==> src/rtl/shift_sequencer_if.sv <==
// Request/response and shared-ALU signal bundle for shift_sequencer.
// master: requester plus external ALU; slave: the sequencer itself.
interface shift_sequencer_if;
    logic        start;
    logic [1:0]  funct;
    logic [31:0] operand;
    logic [4:0]  shamt;
    logic        busy;
    logic        done;
    logic [31:0] result;
    logic [31:0] alu_in0;
    logic [31:0] alu_in1;
    logic [3:0]  alu_op;
    logic [31:0] alu_out;

    modport master (
        output start, funct, operand, shamt, alu_out,
        input  busy, done, result, alu_in0, alu_in1, alu_op
    );

    modport slave (
        input  start, funct, operand, shamt, alu_out,
        output busy, done, result, alu_in0, alu_in1, alu_op
    );
endinterface

==> src/rtl/shift_sequencer.sv <==
// Multi-cycle shifter that reuses a shared one-bit-per-op ALU (SLL/SRL/SRA).
// Optional macro SHIFT_SEQ_ABORT_EN adds an abort input honoured in SHIFT.
module shift_sequencer (
    input  logic clk,
    input  logic rst_n,
`ifdef SHIFT_SEQ_ABORT_EN
    input  logic abort,
`endif
    shift_sequencer_if.slave bus
);
    typedef enum logic [1:0] {
        IDLE  = 2'd0,
        SHIFT = 2'd1,
        DONE  = 2'd2
    } state_t;

    localparam logic [3:0] OP_ADD = 4'b0010;
    localparam logic [3:0] OP_SLL = 4'b0111;
    localparam logic [3:0] OP_SRL = 4'b0110;
    localparam logic [3:0] OP_SRA = 4'b0100;
    localparam logic [1:0] K_SLL  = 2'b00;
    localparam logic [1:0] K_SRL  = 2'b01;
    localparam logic [1:0] K_SRA  = 2'b10;
    localparam logic [1:0] K_RSV  = 2'b11;

    state_t      state, state_nxt;
    logic [31:0] acc;
    logic [31:0] result_q;
    logic [4:0]  cnt;
    logic [1:0]  kind;
    logic        accept;
    logic        abort_hit;

`ifdef SHIFT_SEQ_ABORT_EN
    assign abort_hit = abort;
`else
    assign abort_hit = 1'b0;
`endif

    always_ff @(posedge clk) begin
        if (!rst_n) state <= IDLE;
        else        state <= state_nxt;
    end

    always_comb begin
        state_nxt  = state;
        accept     = 1'b0;
        bus.alu_op = OP_ADD;
        case (state)
            IDLE: begin
                if (bus.start) begin
                    accept = 1'b1;
                    // Zero shifts and the reserved kind skip SHIFT, so cnt never wraps.
                    if (bus.shamt == '0 || bus.funct == K_RSV) state_nxt = DONE;
                    else                                       state_nxt = SHIFT;
                end
            end
            SHIFT: begin
                case (kind)
                    K_SLL:   bus.alu_op = OP_SLL;
                    K_SRL:   bus.alu_op = OP_SRL;
                    K_SRA:   bus.alu_op = OP_SRA;
                    default: bus.alu_op = OP_ADD;
                endcase
                if (abort_hit)         state_nxt = IDLE;
                else if (cnt == 5'd1)  state_nxt = DONE;
            end
            DONE:    state_nxt = IDLE;
            default: state_nxt = IDLE;
        endcase
    end

    always_ff @(posedge clk) begin
        if (!rst_n) begin
            acc      <= '0;
            cnt      <= '0;
            kind     <= '0;
            result_q <= '0;
        end else begin
            if (accept) begin
                acc  <= bus.operand;
                cnt  <= bus.shamt;
                kind <= bus.funct;
            end else if (state == SHIFT && !abort_hit) begin
                acc <= bus.alu_out;
                cnt <= cnt - 5'd1;
            end
            if (state == DONE) result_q <= acc;
        end
    end

    // result shows acc live during DONE, then the captured copy until the next DONE.
    assign bus.busy    = (state != IDLE);
    assign bus.done    = (state == DONE);
    assign bus.result  = (state == DONE) ? acc : result_q;
    assign bus.alu_in0 = acc;
    assign bus.alu_in1 = '0;
endmodule

==> src/flat_wrapper.sv <==
// flat-port wrapper written by rule: the top's interface ports become plain ports
module shift_sequencer_flat 
  (clk, rst_n, bus_start, bus_funct, bus_operand, bus_shamt, bus_alu_out, bus_busy, bus_done, bus_result, bus_alu_in0, bus_alu_in1, bus_alu_op);
  shift_sequencer_if bus_i ();
  input  logic clk;
  input  logic rst_n;
  input wire logic [$bits(bus_i.start)-1:0] bus_start;
  input wire logic [$bits(bus_i.funct)-1:0] bus_funct;
  input wire logic [$bits(bus_i.operand)-1:0] bus_operand;
  input wire logic [$bits(bus_i.shamt)-1:0] bus_shamt;
  input wire logic [$bits(bus_i.alu_out)-1:0] bus_alu_out;
  output wire logic [$bits(bus_i.busy)-1:0] bus_busy;
  output wire logic [$bits(bus_i.done)-1:0] bus_done;
  output wire logic [$bits(bus_i.result)-1:0] bus_result;
  output wire logic [$bits(bus_i.alu_in0)-1:0] bus_alu_in0;
  output wire logic [$bits(bus_i.alu_in1)-1:0] bus_alu_in1;
  output wire logic [$bits(bus_i.alu_op)-1:0] bus_alu_op;
  assign bus_i.start = bus_start;
  assign bus_i.funct = bus_funct;
  assign bus_i.operand = bus_operand;
  assign bus_i.shamt = bus_shamt;
  assign bus_i.alu_out = bus_alu_out;
  assign bus_busy = bus_i.busy;
  assign bus_done = bus_i.done;
  assign bus_result = bus_i.result;
  assign bus_alu_in0 = bus_i.alu_in0;
  assign bus_alu_in1 = bus_i.alu_in1;
  assign bus_alu_op = bus_i.alu_op;
  shift_sequencer u_core (.clk(clk), .rst_n(rst_n), .bus(bus_i));
endmodule
==> config.mk <==
export PLATFORM = sky130hd
export DESIGN_NAME = shift_sequencer_flat
export DESIGN_NICKNAME = d
export VERILOG_FILES = /design/src/rtl/shift_sequencer_if.sv /design/src/rtl/shift_sequencer.sv /design/src/flat_wrapper.sv
export SDC_FILE = /design/constraint.sdc
export NUM_CORES = 1
export LEC_CHECK = 0
export BUFFER_PORTS_ARGS = -buffer_cell sky130_fd_sc_hd__buf_2
export CORE_ASPECT_RATIO = 1.25
export CORE_UTILIZATION = 45
export DETAILED_ROUTE_END_ITERATION = 16
export GPL_ROUTABILITY_DRIVEN = 0
export GPL_TIMING_DRIVEN = 0
export HOLD_SLACK_MARGIN = 0.15
export PLACE_DENSITY_LB_ADDON = 0.12
export SYNTH_ARGS = -nofsm -noshare
export SYNTH_HDL_FRONTEND = slang
export SYNTH_SLANG_ARGS = --single-unit
==> constraint.sdc <==
create_clock -name clk -period 2 [get_ports clk]
set_input_delay 0.2 -clock clk [delete_from_list [all_inputs] [get_ports clk]]
set_output_delay 0.2 -clock clk [all_outputs]
set_load 0.01 [all_outputs]
==> results by stage <==
Routing:
- The highest metal layer with signal wires is met4.
- Dividing the detail-routed wire length by the instance count gives around 13 microns.
- The routed design uses between 400 and 500 microns of met3 wire.
- After detailed routing, the number of remaining DRC violations is 0.
- The first TritonRoute pass finished after 5 iterations.
- Summed over all layers, the routed wires come to approximately 9000 microns.
- The met2 routed wirelength is 4570 microns.
- After the first detailed-routing iteration, the DRC count stood at between 100 and 150.
- After detailed routing, the number of vias per cell comes to around 4.7.
- The detail route stage leaves a number of antenna-violating nets equal to 0.
- After detailed routing, the wire length on met1 is around 3700 microns.
- For this block, the via count after detailed routing is ~3,200.

Finish:
- The count of non-filler cells in the finished layout is a little under 700.
- Summing all non-filler instances in the final layout gives an area of 5030 sq um.
- The post-route netlist has a little over two fifths of its cells at a drive strength greater than 1.
- The number of antenna diodes in the final layout is 0.
- For this run, the post-layout net count is ~660.
- Relative to the synthesized area, the layout overhead comes to 49.8%.

Floorplan:
- The die is ~79 microns wide.
- The effective utilization at floorplan is a little under half.
- The number of core rows is 34.
- The die area is just under 8000 sq um.
- The area of the placeable core is between 7000 and 8000 sq um.
- The y dimension of the die is between 90 and 100 microns.
- The number of top-level pins is 176.

Critical path:
- Of all nets on the critical path, the largest fanout is 10.
- In this run the critical register-to-register path is launched from u_core.state[0].
- Across all register-to-register paths, the minimum setup slack is ~0.19 ns.
- The worst register-to-register path has a depth of 6.
- The endpoint of the lowest-slack register-to-register path is u_core.bus.alu_in0[25].
- The worst setup path is of the reg -> out kind.
- The endpoint type of the worst setup path is an output port.
- Data on the critical path arrives at its endpoint at about 1.7 ns.
- The type of element launching the critical path is a register.
- The worst path required time is roughly 1.8 ns.

Power and ir drop:
- The worst voltage drop across the vdd grid is 0.000411 V.
- The total leakage power is about 0.0026 uW.
- Power spread over the standard cell area amounts to 748 nW/um^2.
- The sum of internal, switching and leakage power is about 3800 uW.

Synth:
- In this run, synthesis produced a sequential element count of 73.
- The total standard cell area after synthesis is approximately 3400 sq um.
- The proportion of netlist area held by the largest area contributor is 43.5%.
- The number of flops mapped to enable cells by yosys is 0.
- Synthesis handed over a netlist of 343 instances.
- The async set-or-reset flop fraction in the synthesized netlist is 0%.
- The most used flip-flop cell after synthesis is dfxtp_1.
- The number of distinct standard cells referenced by the synthesized netlist is 36.
- After synthesis, the mean cell area works out to around 9.8 sq um.
- Of the synthesized area, sequential elements account for a little over two fifths.
- The Yosys step of the flow raised 0 warnings.
- In the post-synthesis netlist, the biggest area contributors are dfxtp_1 (44%), mux2_4 (13%), a22oi_1 (7.6%).
- The dominant cell type by area after synthesis is dfxtp_1.

STA:
- At the pin with the least slew margin, the transition time is 0.508 ns.
- Setup repair after global routing left no endpoint under its margin.
- The worst pin sits at a relative slew slack of 66.1%.
- The number of failing hold endpoints at the final stage came to 0.
- On the final layout, the worst hold slack is ~0.15 ns.
- Setup violations remaining at the end of the flow were counted as 0.
- The number of max-slew violations in the final report is 0.
- The final critical path takes up 94.1% of the cycle.
- Between clock sinks in the finished design, the worst skew comes to about 0.012 ns.
- The worst path needs 1.88 ns of the cycle, external delays included.
- The maximum operating frequency is 531 MHz.
- Adding up every negative setup slack in the final design gives 0 ns.

Global routing:
- The number of antenna violations at the first check in global routing came to 0.
- The largest net degree at the start of global routing is 14.
- The via count of the first global-routing pass is 3,047.
- The total congestion overflow after global routing is 0.
- The first-pass GRT wire length is roughly 14,000 microns.
- Global routing consumed, over all layers together, between 20% and 30% of the routing resources.

Hold path:
- The kind of path behind the tightest hold check is in -> reg.
- The worst hold path passes through 3 cells.
- The worst hold path terminates at u_core.bus.alu_in0[0].
- The start point of the worst min-delay path is bus_alu_out[0].

Job:
- The total of max-cap violations is 0.

Placed design:
- Detailed placement ended at an HPWL of between 6000 and 7000 microns.
- The number of placed cells counting well taps is between 600 and 700.
- During placement, the flow inserted port buffers numbering approximately 140.
- The cell area after placement is roughly 4300 sq um.

Clock tree:
- TritonCTS built the clock tree.
- The total clock sinks is 73.
- The tree is rooted in a clkbuf_8.
- The number of post-CTS setup repair buffers is 0.
- At the later pin of the worst-skew pair, clock insertion delay measures ~0.35 ns.
- The number of clock buffers added by TritonCTS is 9.
- The clock tree synthesis step divided the H-tree into 3 levels.
- After clock tree synthesis, the clock-pin slew on the worst setup and hold paths is 0.08 ns.
- The worst-case clock buffer depth is 2.

Status:
- The flow ran to the end, and the final reports show no timing, DRC or antenna violations.
area by class of cell:
cell class	instances	area, sq um
Sequential cell	73	1460
Inverter	5	18.8
Buffer	56	368
Clock inverter	6	65.1
Tap cell	90	113
Timing Repair Buffer	194	1230
Multi-Input combinational cell	241	1640
Fill cell	561	2070
Clock buffer	10	138
report_power, final:
part / switching, uW / internal (uW) / total (uW)
clock: 563 / 612 / 1170
sequential: 81.7 / 1570 / 1650
combinational: 471 / 468 / 939
total: 1110 / 2650 / 3760
registers in the layout, indices dropped and copies added, names as in the netlist:
name and cells:
u_core.bus.alu_in0 32, u_core.result_q 32, u_core.cnt 5, u_core.kind 2, u_core.state 2
worst max-delay path by stage:
stage | start | to | slack, ns
global placement | u_core.state[1] | u_core.bus.alu_in0[17] | 0.38
finish | u_core.state[0] | bus_result[17] | 0.12
floorplan | u_core.cnt[1] | u_core.state[1] | 0.51
CTS | u_core.state[1] | bus_result[26] | 0.05
global route | u_core.state[0] | bus_result[17] | 0.03
detailed placement | u_core.state[1] | u_core.bus.alu_in0[17] | 0.36
kinds of logic after synthesis:
family,Yosys count,synth area share [%]
adders and majority gates,2,0.745
muxes,32,14.0
DFF,73,43.5
AOI/OAI and AO/OA,84,16.2
and+or+nand+nor,90,13.9
other,1,0.112
buffers and inverters,61,11.5
layout by cell type, fill, tap and decap left out, types with 2 or more instances in the layout:
cell type,netlist,routed
clkbuf_8,0,10
nor2_1,3,3
buf_2,9,151
dfxtp_1,73,72
a21oi_1,40,40
conb_1,1,33
ha_1,2,2
nand2b_1,2,2
buf_4,33,33
clkbuf_1,11,11
mux2_2,3,3
nor3_1,2,2
dlygate4sd3_1,0,52
inv_1,5,5
mux2_4,29,29
clkinv_2,0,2
buf_6,3,3
nand2_1,41,41
and2_1,32,32
a22oi_1,34,34
nand3_1,2,2
critical path, cell delays in order (launching register included):
cell and delay, ns:
dfxtp_1 0.36, nand2b_1 0.11, buf_2 0.20, buf_6 0.21, mux2_4 0.33, buf_2 0.14
metal layers:
| layer | track usage (%) | vias to the layer above |
|---|---|---|
| li1 | - | 1599 |
| met1 | 25.8 | 1409 |
| met2 | 42.1 | 122 |
| met3 | 3.89 | 24 |
| met4 | 14.0 | 0 |
| met5 | 0 | - |
what timing repair did:
item / 4_1_cts / 5_1_grt
gates resized for setup: 0 / 2
hold buffers: 52 / 0
endpoints found under the setup margin: 0 / 21
hold endpoints to repair: 33 / 0
synth_stat cells (3+ instances only):
cell type and number:
dfxtp_1 73, mux2_2 3, mux2_4 29, a22oi_1 34
clkbuf_1 11, nand2_1 41, inv_1 5, buf_2 9
a21oi_1 40, buf_4 33, buf_6 3, and2_1 32
nor2_1 3
through the flow:
step	util, %	worst slack [ns]
global placement	60.5	0.384
global route	70.8	0.0318
floorplan	-	0.510
detailed placement	60.5	0.362
finish	70.8	0.118
CTS	70.7	0.0501
(Power assumes the default switching activity.)
